### config.mk
export PLATFORM = sky130hd
export DESIGN_NAME = gat_run_ctrl
export DESIGN_NICKNAME = d
export VERILOG_FILES = /design/src/rtl/gat_run_ctrl.sv
export SDC_FILE = /design/constraint.sdc
export NUM_CORES = 1
export LEC_CHECK = 0
export BUFFER_PORTS_ARGS = -buffer_cell sky130_fd_sc_hd__buf_4
export CAP_MARGIN = 20
export CELL_PAD_IN_SITES_DETAIL_PLACEMENT = 1
export CELL_PAD_IN_SITES_GLOBAL_PLACEMENT = 1
export CORE_ASPECT_RATIO = 2
export CORE_MARGIN = 3
export CORE_UTILIZATION = 42
export DETAILED_ROUTE_END_ITERATION = 8
export PLACE_DENSITY = 0.76
export SLEW_MARGIN = 30
export SYNTH_ARGS = -nofsm -noshare
export SYNTH_HDL_FRONTEND = slang
export SYNTH_SLANG_ARGS = --single-unit
export TNS_END_PERCENT = 5
### constraint.sdc
create_clock -name clk -period 2.7 [get_ports clk]
set_input_delay 0 -clock clk [delete_from_list [all_inputs] [get_ports clk]]
set_output_delay 0 -clock clk [all_outputs]
set_load 0.02 [all_outputs]
### src/rtl/gat_run_ctrl.sv
// Run sequencer for the GAT core: gathers load-done flags, fires the start pulse,
// counts subgraph completions, then drains the new-feature BRAM onto a valid/ready stream.
module gat_run_ctrl #(
  parameter int TOP_WIDTH          = 32,
  parameter int NEW_FEATURE_WIDTH  = 32,
  parameter int NUM_SUBGRAPHS      = 2708,
  parameter int NUM_FEATURE_OUT    = 16,
  parameter int NEW_FEATURE_DEPTH  = NUM_SUBGRAPHS * NUM_FEATURE_OUT,
  parameter int NEW_FEATURE_ADDR_W = $clog2(NEW_FEATURE_DEPTH),
  parameter int BRAM_RD_LAT        = 2
) (
  input  logic                          clk,
  input  logic                          rst_n,
  input  logic                          h_data_bram_load_done,
  input  logic                          h_node_info_bram_load_done,
  input  logic                          wgt_bram_load_done,
  input  logic                          soft_clear,
  input  logic                          subgraph_done,
  output logic                          gat_start,
  output logic                          gat_ready,
  output logic [TOP_WIDTH-1:0]          ctrl_debug,
  output logic                          feat_bram_enb,
  output logic [NEW_FEATURE_ADDR_W-1:0] feat_bram_addrb,
  input  logic [NEW_FEATURE_WIDTH-1:0]  feat_bram_dout,
  output logic [NEW_FEATURE_WIDTH-1:0]  feat_out_data,
  output logic                          feat_out_valid,
  input  logic                          feat_out_ready,
  output logic                          feat_out_last
);

  localparam int FIFO_DEPTH = BRAM_RD_LAT + 2;
  localparam int PW         = $clog2(FIFO_DEPTH);
  localparam int FCW        = $clog2(FIFO_DEPTH + 1);
  localparam int OW         = FCW + 1;
  localparam int CW         = NEW_FEATURE_ADDR_W + 1;

  typedef enum logic [2:0] {
    S_IDLE  = 3'd0,
    S_START = 3'd1,
    S_RUN   = 3'd2,
    S_DRAIN = 3'd3,
    S_DONE  = 3'd4
  } state_t;

  state_t                        state_q, state_d;
  logic [2:0]                    ld_q, ld_d, ld_now;
  logic [15:0]                   sg_cnt_q, sg_cnt_d;
  logic [CW-1:0]                 rd_addr_q, rd_addr_d;
  logic [CW-1:0]                 out_cnt_q, out_cnt_d;
  logic [BRAM_RD_LAT-1:0]        pipe_q, pipe_d;
  logic [FCW-1:0]                fifo_cnt_q, fifo_cnt_d;
  logic [PW-1:0]                 wr_ptr_q, wr_ptr_d, rd_ptr_q, rd_ptr_d;
  logic [NEW_FEATURE_WIDTH-1:0]  mem_q [FIFO_DEPTH];
  logic [OW-1:0]                 occ;
  logic                          issue, push, pop, valid, last_word;
  logic [31:0]                   dbg_word;

  function automatic logic [PW-1:0] ptr_inc(input logic [PW-1:0] p);
    return (p == PW'(FIFO_DEPTH - 1)) ? '0 : p + PW'(1);
  endfunction

  // Reads in flight plus buffered words may never exceed the FIFO, so a stalled
  // consumer can never cause returning data to be dropped.
  always_comb begin
    occ = OW'(fifo_cnt_q);
    for (int i = 0; i < BRAM_RD_LAT; i++) begin
      occ = occ + OW'(pipe_q[i]);
    end
  end

  assign ld_now    = ld_q | {h_data_bram_load_done, h_node_info_bram_load_done, wgt_bram_load_done};
  assign issue     = (state_q == S_DRAIN) && (rd_addr_q < CW'(NEW_FEATURE_DEPTH)) &&
                     (occ < OW'(FIFO_DEPTH));
  assign push      = (state_q == S_DRAIN) && pipe_q[BRAM_RD_LAT-1];
  assign valid     = (state_q == S_DRAIN) && (fifo_cnt_q != '0);
  assign pop       = valid && feat_out_ready;
  assign last_word = (out_cnt_q == CW'(NEW_FEATURE_DEPTH - 1));

  always_comb begin
    state_d    = state_q;
    ld_d       = ld_now;
    sg_cnt_d   = sg_cnt_q;
    rd_addr_d  = rd_addr_q + CW'(issue);
    out_cnt_d  = out_cnt_q + CW'(pop);
    fifo_cnt_d = fifo_cnt_q + FCW'(push) - FCW'(pop);
    wr_ptr_d   = push ? ptr_inc(wr_ptr_q) : wr_ptr_q;
    rd_ptr_d   = pop  ? ptr_inc(rd_ptr_q) : rd_ptr_q;
    pipe_d[0]  = issue;
    for (int i = 1; i < BRAM_RD_LAT; i++) begin
      pipe_d[i] = pipe_q[i-1];
    end

    unique case (state_q)
      S_IDLE: begin
        if (ld_now == 3'b111) state_d = S_START;
      end
      S_START: begin
        sg_cnt_d   = '0;
        rd_addr_d  = '0;
        out_cnt_d  = '0;
        fifo_cnt_d = '0;
        wr_ptr_d   = '0;
        rd_ptr_d   = '0;
        state_d    = S_RUN;
      end
      S_RUN: begin
        if (subgraph_done) begin
          sg_cnt_d = sg_cnt_q + 16'd1;
          if (({1'b0, sg_cnt_q} + 17'd1) == 17'(NUM_SUBGRAPHS)) state_d = S_DRAIN;
        end
      end
      S_DRAIN: begin
        if (pop && last_word) state_d = S_DONE;
      end
      S_DONE: begin
        state_d = S_DONE;
      end
      default: state_d = S_IDLE;
    endcase

    // Abort/finish wins over every other event, including a same-cycle handshake.
    if (soft_clear) begin
      state_d    = S_IDLE;
      ld_d       = '0;
      sg_cnt_d   = '0;
      rd_addr_d  = '0;
      out_cnt_d  = '0;
      fifo_cnt_d = '0;
      wr_ptr_d   = '0;
      rd_ptr_d   = '0;
      pipe_d     = '0;
    end
  end

  always_ff @(posedge clk or negedge rst_n) begin
    if (!rst_n) begin
      state_q    <= S_IDLE;
      ld_q       <= '0;
      sg_cnt_q   <= '0;
      rd_addr_q  <= '0;
      out_cnt_q  <= '0;
      fifo_cnt_q <= '0;
      wr_ptr_q   <= '0;
      rd_ptr_q   <= '0;
      pipe_q     <= '0;
    end else begin
      state_q    <= state_d;
      ld_q       <= ld_d;
      sg_cnt_q   <= sg_cnt_d;
      rd_addr_q  <= rd_addr_d;
      out_cnt_q  <= out_cnt_d;
      fifo_cnt_q <= fifo_cnt_d;
      wr_ptr_q   <= wr_ptr_d;
      rd_ptr_q   <= rd_ptr_d;
      pipe_q     <= pipe_d;
    end
  end

  always_ff @(posedge clk) begin
    if (push) mem_q[wr_ptr_q] <= feat_bram_dout;
  end

  // Data storage is not reset, so the stream data is gated to read zero when idle.
  assign dbg_word        = {state_q, ld_q, 10'd0, sg_cnt_q};
  assign ctrl_debug      = TOP_WIDTH'(dbg_word);
  assign gat_start       = (state_q == S_START);
  assign gat_ready       = (state_q == S_DONE);
  assign feat_bram_enb   = issue;
  assign feat_bram_addrb = rd_addr_q[NEW_FEATURE_ADDR_W-1:0];
  assign feat_out_valid  = valid;
  assign feat_out_data   = valid ? mem_q[rd_ptr_q] : '0;
  assign feat_out_last   = valid && last_word;

endmodule

==> results of run 1 <==
-- timing repair --
item	in CTS	in global routing
resized for setup	3	12
buffers inserted	2	2
pin swaps	2	7
endpoints found under the hold margin	203	0
hold buffers	41	0
setup endpoints to repair	3	10
-- worst paths after layout --
kind	depth (start not counted)	end	slack [ns]
worst min register to register	1	sg_cnt_q[15]	0.55
worst min-delay path	6	sg_cnt_q[6]	0.18
worst max register to register	10	rd_addr_q[15]	0.02
worst max-delay path	10	rd_addr_q[15]	0.02
min in group asynchronous	2	rd_addr_q[6]	0.21
max in group asynchronous	2	rd_ptr_q[0]	1.86
-- metal layers --
metal  up-vias  wire [um]  part of all wire (%)  track usage [%]
li1       2566          -                     -                -
met1      2853       7660                    37             21.0
met2       125      12000                    57             36.4
met3        25        956                   4.6             5.81
met4         0        361                   1.7             5.56
met5         -          0                     0                0
-- state kept, by name, summed over array words and instances, names as in the netlist --
register    flops
out_cnt_q      17
sg_cnt_q       16
wr_ptr_q        2
fifo_cnt_q      3
ld_q            3
state_q         3
rd_addr_q      17
mem_q         128
rd_ptr_q        2
pipe_q          2
-- cell families (layout without fill, tap and decap cells) --
| family | after synthesis | in the layout |
|---|---|---|
| AND/OR/NAND/NOR | 214 | 214 |
| flip-flops | 193 | 193 |
| buffers and inverters | 67 | 235 |
| AO/OA/AOI/OAI | 62 | 62 |
| multiplexers | 35 | 35 |
| XOR/XNOR | 31 | 31 |
| adder cells (fa/ha/maj) | 16 | 16 |
| other | 1 | 10 |
-- placed cells by master, fill, tap and decap left out, types with 4 or more instances in the layout --
| cell | synthesis | final |
|---|---|---|
| clkinv_8 | 0 | 5 |
| buf_4 | 26 | 143 |
| nor4_1 | 8 | 7 |
| inv_8 | 0 | 5 |
| nor2b_1 | 35 | 34 |
| edfxtp_1 | 128 | 128 |
| conb_1 | 1 | 10 |
| buf_12 | 0 | 5 |
| and2_2 | 0 | 4 |
| clkbuf_16 | 0 | 17 |
| a21oi_1 | 14 | 10 |
| nor3_1 | 5 | 5 |
| and2_1 | 10 | 7 |
| nand4_1 | 7 | 7 |
| nor2_1 | 57 | 57 |
| or3_1 | 6 | 4 |
| nand2_1 | 29 | 28 |
| and3_1 | 11 | 10 |
| and4_1 | 5 | 4 |
| nand3_1 | 27 | 25 |
| a211oi_1 | 4 | 4 |
| dlygate4sd3_1 | 0 | 41 |
| dfrtp_1 | 65 | 64 |
| ha_1 | 15 | 12 |
| o21ai_0 | 27 | 26 |
| xor2_1 | 23 | 23 |
| xnor2_1 | 8 | 8 |
| a31oi_1 | 4 | 4 |
| inv_1 | 14 | 13 |
| mux4_2 | 32 | 32 |
-- power groups by stage --
stage,Sequential [mW],Clock (mW),Combinational [mW]
finish,3.17,2.58,0.276
global route,3.17,2.77,0.301
CTS,3.17,2.65,0.273
detailed placement,3.23,0,0.223
global placement,3.23,0,0.213
floorplan,3.24,0,0.0934
-- cell type report --
cell class                      instances  share of cell area (%)
Sequential cell                       193                    49.9
Inverter                               14                   0.480
Multi-Input combinational cell        368                    26.5
Clock buffer                           17                    3.88
Tap cell                              262                    2.99
Timing Repair Buffer                  189                    14.5
Clock inverter                         15                    1.79
-- worst register-to-register path, delay by kind of cell (launching register included) --
| kind | cells | cell delay, ns |
|---|---|---|
| AO/OA/AOI/OAI | 3 | 0.50 |
| flip-flops | 1 | 0.42 |
| AND/OR/NAND/NOR | 4 | 1.00 |
| buffers and inverters | 1 | 0.12 |
| adder cells (fa/ha/maj) | 2 | 0.56 |
==> impl_metrics.json, run 1 <==
{
  "outcome": "finished, final reports clean",
  "rr_startpoint": "fifo_cnt_q[0]",
  "regArea_mm2": 0.00547,
  "drc": 0,
  "critPathBufInv": 1,
  "antenna_cells": 0,
  "clock_skew_ns": 0.0169,
  "clkLatencyLatePin_ns": 0.45,
  "synthMuxAreaShare_pct": 8.72,
  "cp_slowest_cell": "dfrtp_1",
  "setup_ws_ns": 0.0207,
  "grt_max_degree": 66,
  "crit_start": "fifo_cnt_q[0]",
  "min_period_ns": 2.68,
  "track_usage_pct": 19.6,
  "synth_edf_count": 128,
  "hold_slack_ns": 0.181,
  "dp_hpwl_um": 13600,
  "required_ns": 3.08,
  "p_total_mw": 6.02,
  "die_area_mm2": 0.0223,
  "placed_area_mm2": 0.00983,
  "max_freq_mhz": 373,
  "start_kind": "register",
  "synth_top_area_share_pct": 44.7,
  "power.share.clock_pct": 42.8,
  "dp.cells": 981,
  "clk_path_buf_depth": 2,
  "htree_num_levels": 4,
  "postSynthAreaPerCell_um2": 13.9,
  "synth.distinct_cells": 49,
  "hold_class": "in2reg",
  "nFillCells": 1921,
  "arrival_ns": 3.06,
  "wl_um": 21000,
  "worst_pin_slew_ns": 0.868,
  "pre_cts_ws_ns": -0.103,
  "power.switching_mw": 1.46,
  "fin_area_mm2": 0.0110,
  "critPathMaxStageDelay_ns": 0.42,
  "finalCritPeriodShare_pct": 99.2,
  "ios": 125,
  "synth.most_common_cell": "edfxtp_1",
  "postLayoutCoreUtil_pct": 54.8,
  "ys_ff_latch": 193,
  "area_growth_pct": 27.3,
  "p_leak_nw": 4.24,
  "first_pass_iters": 4,
  "grt_overflow": 0,
  "routed_via_density": 5.26,
  "place_congestion": 0.810,
  "maxSlewHeadroom_pct": 42.2,
  "synth-xor-area-share_pct": 3.15,
  "die_y_um": 208,
  "fin_cells": 1058,
  "powerDensity_mw_per_mm2": 550,
  "crit_type": "reg2reg",
  "fp.dieW_um": 107,
  "cts_tree": "built",
  "cts_root_buf": "clkbuf_16",
  "synth_area_leaders": "edfxtp_1 45%, dfrtp_1 19%, mux4_2 8.4%",
  "numCtsBuffers": 17,
  "hold_path.startpoint": "subgraph_done",
  "core-area_mm2": 0.0200,
  "p_sw_share_pct": 24.3,
  "rsz0062_at_grt": "yes",
  "avgRoutedWirePerCell_um": 19.8,
  "synth.yosys.seq_area_share_pct": 63.6,
  "setup_viol": 0,
  "cp_top_family": "simple AND/OR/NAND/NOR gates",
  "comb_power_share_pct": 4.6,
  "multi_input_area_mm2": 0.00290,
  "synth_cells": 619,
  "grt_antenna_before_repair": 0,
  "maxCapViolations": 0,
  "port_buffers": 114,
  "synth_compound_gate_area_share_pct": 4.35,
  "tns_ns": 0,
  "yosysWarnings": 0,
  "yosys.area.top_type": "edfxtp_1",
  "num_rows": 73,
  "p_seq_share_pct": 52.6,
  "layout.nets": 839,
  "grt_pass1_vias": 6218,
  "ir_drop_uv": 538,
  "synthArstFlopShare_pct": 33.7,
  "num_vias": 5569,
  "cts.sinks": 193,
  "maxSlewViolCount": 0,
  "worstPathCellList": "ha_4, a21oi_4, o32a_1, nor4_4, ha_2, buf_4, and4_4, nand3_2, or3_4, a21oi_2",
  "dr.first_iter.drc_count": 180,
  "synth_top_family_by_area": "simple AND/OR/NAND/NOR gates",
  "synth.cell_area_mm2": 0.00861,
  "synthFlopType": "edfxtp_1",
  "finalHoldViolations": 0,
  "synth_simple_gate_area_share_pct": 13.1,
  "synth_fa_ha_area_share_pct": 2.41,
  "grt_pass1_wl_um": 33600,
  "internal_power_mw": 4.56,
  "clkTransAtPathRegs_ns": 0.09,
  "initial_utilization_pct": 43.0,
  "drive_above_1_share_pct": 30.5,
  "crit_fanout": 2,
  "synthTopCellsByCount": "128 x edfxtp_1, 65 x dfrtp_1, 57 x nor2_1",
  "crit_path_end_kind": "register",
  "final_antenna_net_count": 0
}
(Power assumes the default switching activity.)
==> run 2, diff against run 1 <==
--- a/config.mk
+++ b/config.mk
@@ -9,7 +9,7 @@
 export CAP_MARGIN = 20
 export CELL_PAD_IN_SITES_DETAIL_PLACEMENT = 1
 export CELL_PAD_IN_SITES_GLOBAL_PLACEMENT = 1
-export CORE_ASPECT_RATIO = 2
+export CORE_ASPECT_RATIO = 1.1
 export CORE_MARGIN = 3
 export CORE_UTILIZATION = 42
 export DETAILED_ROUTE_END_ITERATION = 8
==> run 2 against run 1 <==
  * Final area down 1.4%
  * Count of clock-buffer cells in the layout unchanged
  * Register-to-register slack improved by 0.05 ns
  * Critical path depth is 1 higher
  * Non-clock buffer count fell by 7
  * Combinational power hardly changed
  * Critical endpoint is now rd_addr_q[14]
  * Highest routed layer unchanged
==> impl_metrics.json, run 2 (synthesis gave the netlist of run 1 again) <==
{
  "wl_um": 20800,
  "setup_viol": 0,
  "htree_num_levels": 4,
  "cts_tree": "built",
  "num_rows": 54,
  "track_usage_pct": 19.3,
  "drive_above_1_share_pct": 29.0,
  "maxSlewHeadroom_pct": 41.9,
  "antenna_cells": 0,
  "clk_path_buf_depth": 2,
  "first_pass_iters": 4,
  "arrival_ns": 2.99,
  "avgRoutedWirePerCell_um": 20.0,
  "p_sw_share_pct": 24.6,
  "tns_ns": 0,
  "maxSlewViolCount": 0,
  "clkLatencyLatePin_ns": 0.44,
  "routed_via_density": 5.38,
  "layout.nets": 832,
  "crit_fanout": 6,
  "drc": 0,
  "ff2ff_setup_slack_ns": 0.07,
  "hold_class": "in2reg",
  "r2r_cells": 11,
  "largest_register": "mem_q",
  "grt_max_degree": 66,
  "powerDensity_mw_per_mm2": 559,
  "p_total_mw": 6.04,
  "min_period_ns": 2.63,
  "mostFrequentLayoutCell": "buf_4",
  "core-area_mm2": 0.0200,
  "start_kind": "register",
  "power.switching_mw": 1.49,
  "min_delay_worst_endpoint": "state_q[0]",
  "crit_type": "reg2reg",
  "area_growth_pct": 25.6,
  "final_cell_mix": "139 x buf_4, 128 x edfxtp_1, 64 x dfrtp_1, 57 x nor2_1, 40 x dlygate4sd3_1",
  "cts.sinks": 193,
  "whs_path_depth": 6,
  "dp.cells": 967,
  "grt_antenna_before_repair": 0,
  "nFillCells": 1979,
  "placed_area_mm2": 0.00976,
  "fp.dieW_um": 142,
  "top_regs": "mem_q (128), out_cnt_q (17), rd_addr_q (17)",
  "rsz0062_at_grt": "yes",
  "worstPathCellList": "ha_1, a21oi_2, nor2_1, o32a_1, nor4_4, ha_2, ha_2, and3_4, nand3_4, or3_1, a21oi_2",
  "numCtsBuffers": 17,
  "ir_drop_uv": 420,
  "cp_top_family": "simple AND/OR/NAND/NOR gates",
  "cts_root_buf": "clkbuf_16",
  "fin_area_mm2": 0.0108,
  "finalHoldViolations": 0,
  "grt_overflow": 0,
  "postLayoutCoreUtil_pct": 54.0,
  "ios": 125,
  "die_area_mm2": 0.0222,
  "port_buffers": 114,
  "worst_pin_slew_ns": 0.871,
  "crit_path_end_kind": "register",
  "rr_startpoint": "pipe_q[1]",
  "clkTransAtPathRegs_ns": 0.09,
  "max_freq_mhz": 381,
  "critPathMaxStageDelay_ns": 0.39,
  "clock_skew_ns": 0.0143,
  "internal_power_mw": 4.56,
  "outcome": "finished, final reports clean",
  "comb_power_share_pct": 4.6,
  "dp_hpwl_um": 12900,
  "grt_pass1_wl_um": 33300,
  "finalCritPeriodShare_pct": 97.3,
  "critPathBufInv": 0,
  "place_congestion": 0.748,
  "final_antenna_net_count": 0,
  "required_ns": 3.07,
  "grt_pass1_vias": 6212,
  "cp_slowest_cell": "dfrtp_1",
  "p_seq_share_pct": 52.4,
  "die_y_um": 156,
  "p_leak_nw": 4.19,
  "maxCapViolations": 0,
  "fin_cells": 1041,
  "power.share.clock_pct": 43.0,
  "hold_path.startpoint": "subgraph_done",
  "num_vias": 5602,
  "largest_reg_flops": 128,
  "dr.first_iter.drc_count": 216,
  "initial_utilization_pct": 43.0,
  "r2r_end": "rd_addr_q[14]"
}
[run 2: cell types whose count changed in the layout (fill, tap and decap cells not counted), moves of 2 or more]
cell | before | now
ha_4 | 2 | 0
a21oi_1 | 10 | 12
buf_4 | 143 | 139
or3_1 | 4 | 6
buf_12 | 5 | 3
or3_4 | 2 | 0
clkinv_4 | 0 | 2
[run 2: final cells by class]
type | count | area (um2) | share of cell area, %
flip-flops and latches | 193 | 5470 | 50.6
multi-input cells | 368 | 2850 | 26.3
clock buffers | 17 | 425 | 3.94
clock inverters | 15 | 194 | 1.79
inverters | 14 | 52.6 | 0.486
repair buffers | 182 | 1500 | 13.9
well taps | 252 | 315 | 2.92
[run 2: power by group through the flow]
stage | Sequential [mW] | Combinational, mW | Clock (mW)
after global placement | 3.23 | 0.210 | 0
final | 3.17 | 0.277 | 2.60
after floorplan | 3.24 | 0.0934 | 0
after detailed placement | 3.23 | 0.225 | 0
after CTS | 3.17 | 0.274 | 2.65
after global routing | 3.17 | 0.303 | 2.77
[run 2: worst reg2reg max path: cells and delay by family (launching register included)]
family                   cells  cell delay (ns)
flip-flops                   1             0.39
AO/OA/AOI/OAI                3             0.50
adder cells (fa/ha/maj)      3             0.71
AND/OR/NAND/NOR              5             0.95
[run 2: per-stage QoR]
step / hold WS [ns] / setup WS, ns
finish: 0.152 / 0.0734
global route: 0.192 / -0.0508
CTS: 0.139 / 0.0263
detailed placement: 0.169 / -0.0386
global placement: 0.152 / 0.0801
floorplan: -0.296 / -0.0502
[run 2: routing by layer]
layer,vias up,share of wire [%],global-route usage (%)
li1,2561,-,-
met1,2874,42,23.7
met2,143,53,34.8
met3,24,4.0,3.49
met4,0,1.4,5.79
met5,-,0,0
[run 2: how the worst max path moves through the flow]
stage | from | to | slack, ns | depth (start not counted)
floorplan | fifo_cnt_q[0] | rd_addr_q[14] | -0.05 | 11
global placement | pipe_q[1] | rd_addr_q[12] | 0.08 | 11
detailed placement | pipe_q[1] | rd_addr_q[14] | -0.04 | 11
CTS | pipe_q[1] | rd_addr_q[14] | 0.03 | 11
global route | rd_addr_q[7] | rd_addr_q[12] | -0.05 | 11
finish | pipe_q[1] | rd_addr_q[14] | 0.07 | 11
[run 2: repair_timing]
item | in CTS | in global routing
hold buffers | 40 | 0
endpoints found under the hold margin | 203 | 0
endpoints found under the setup margin | 1 | 7
resized for setup | 1 | 2
setup buffers | 2 | 0
pin swaps | 1 | 2
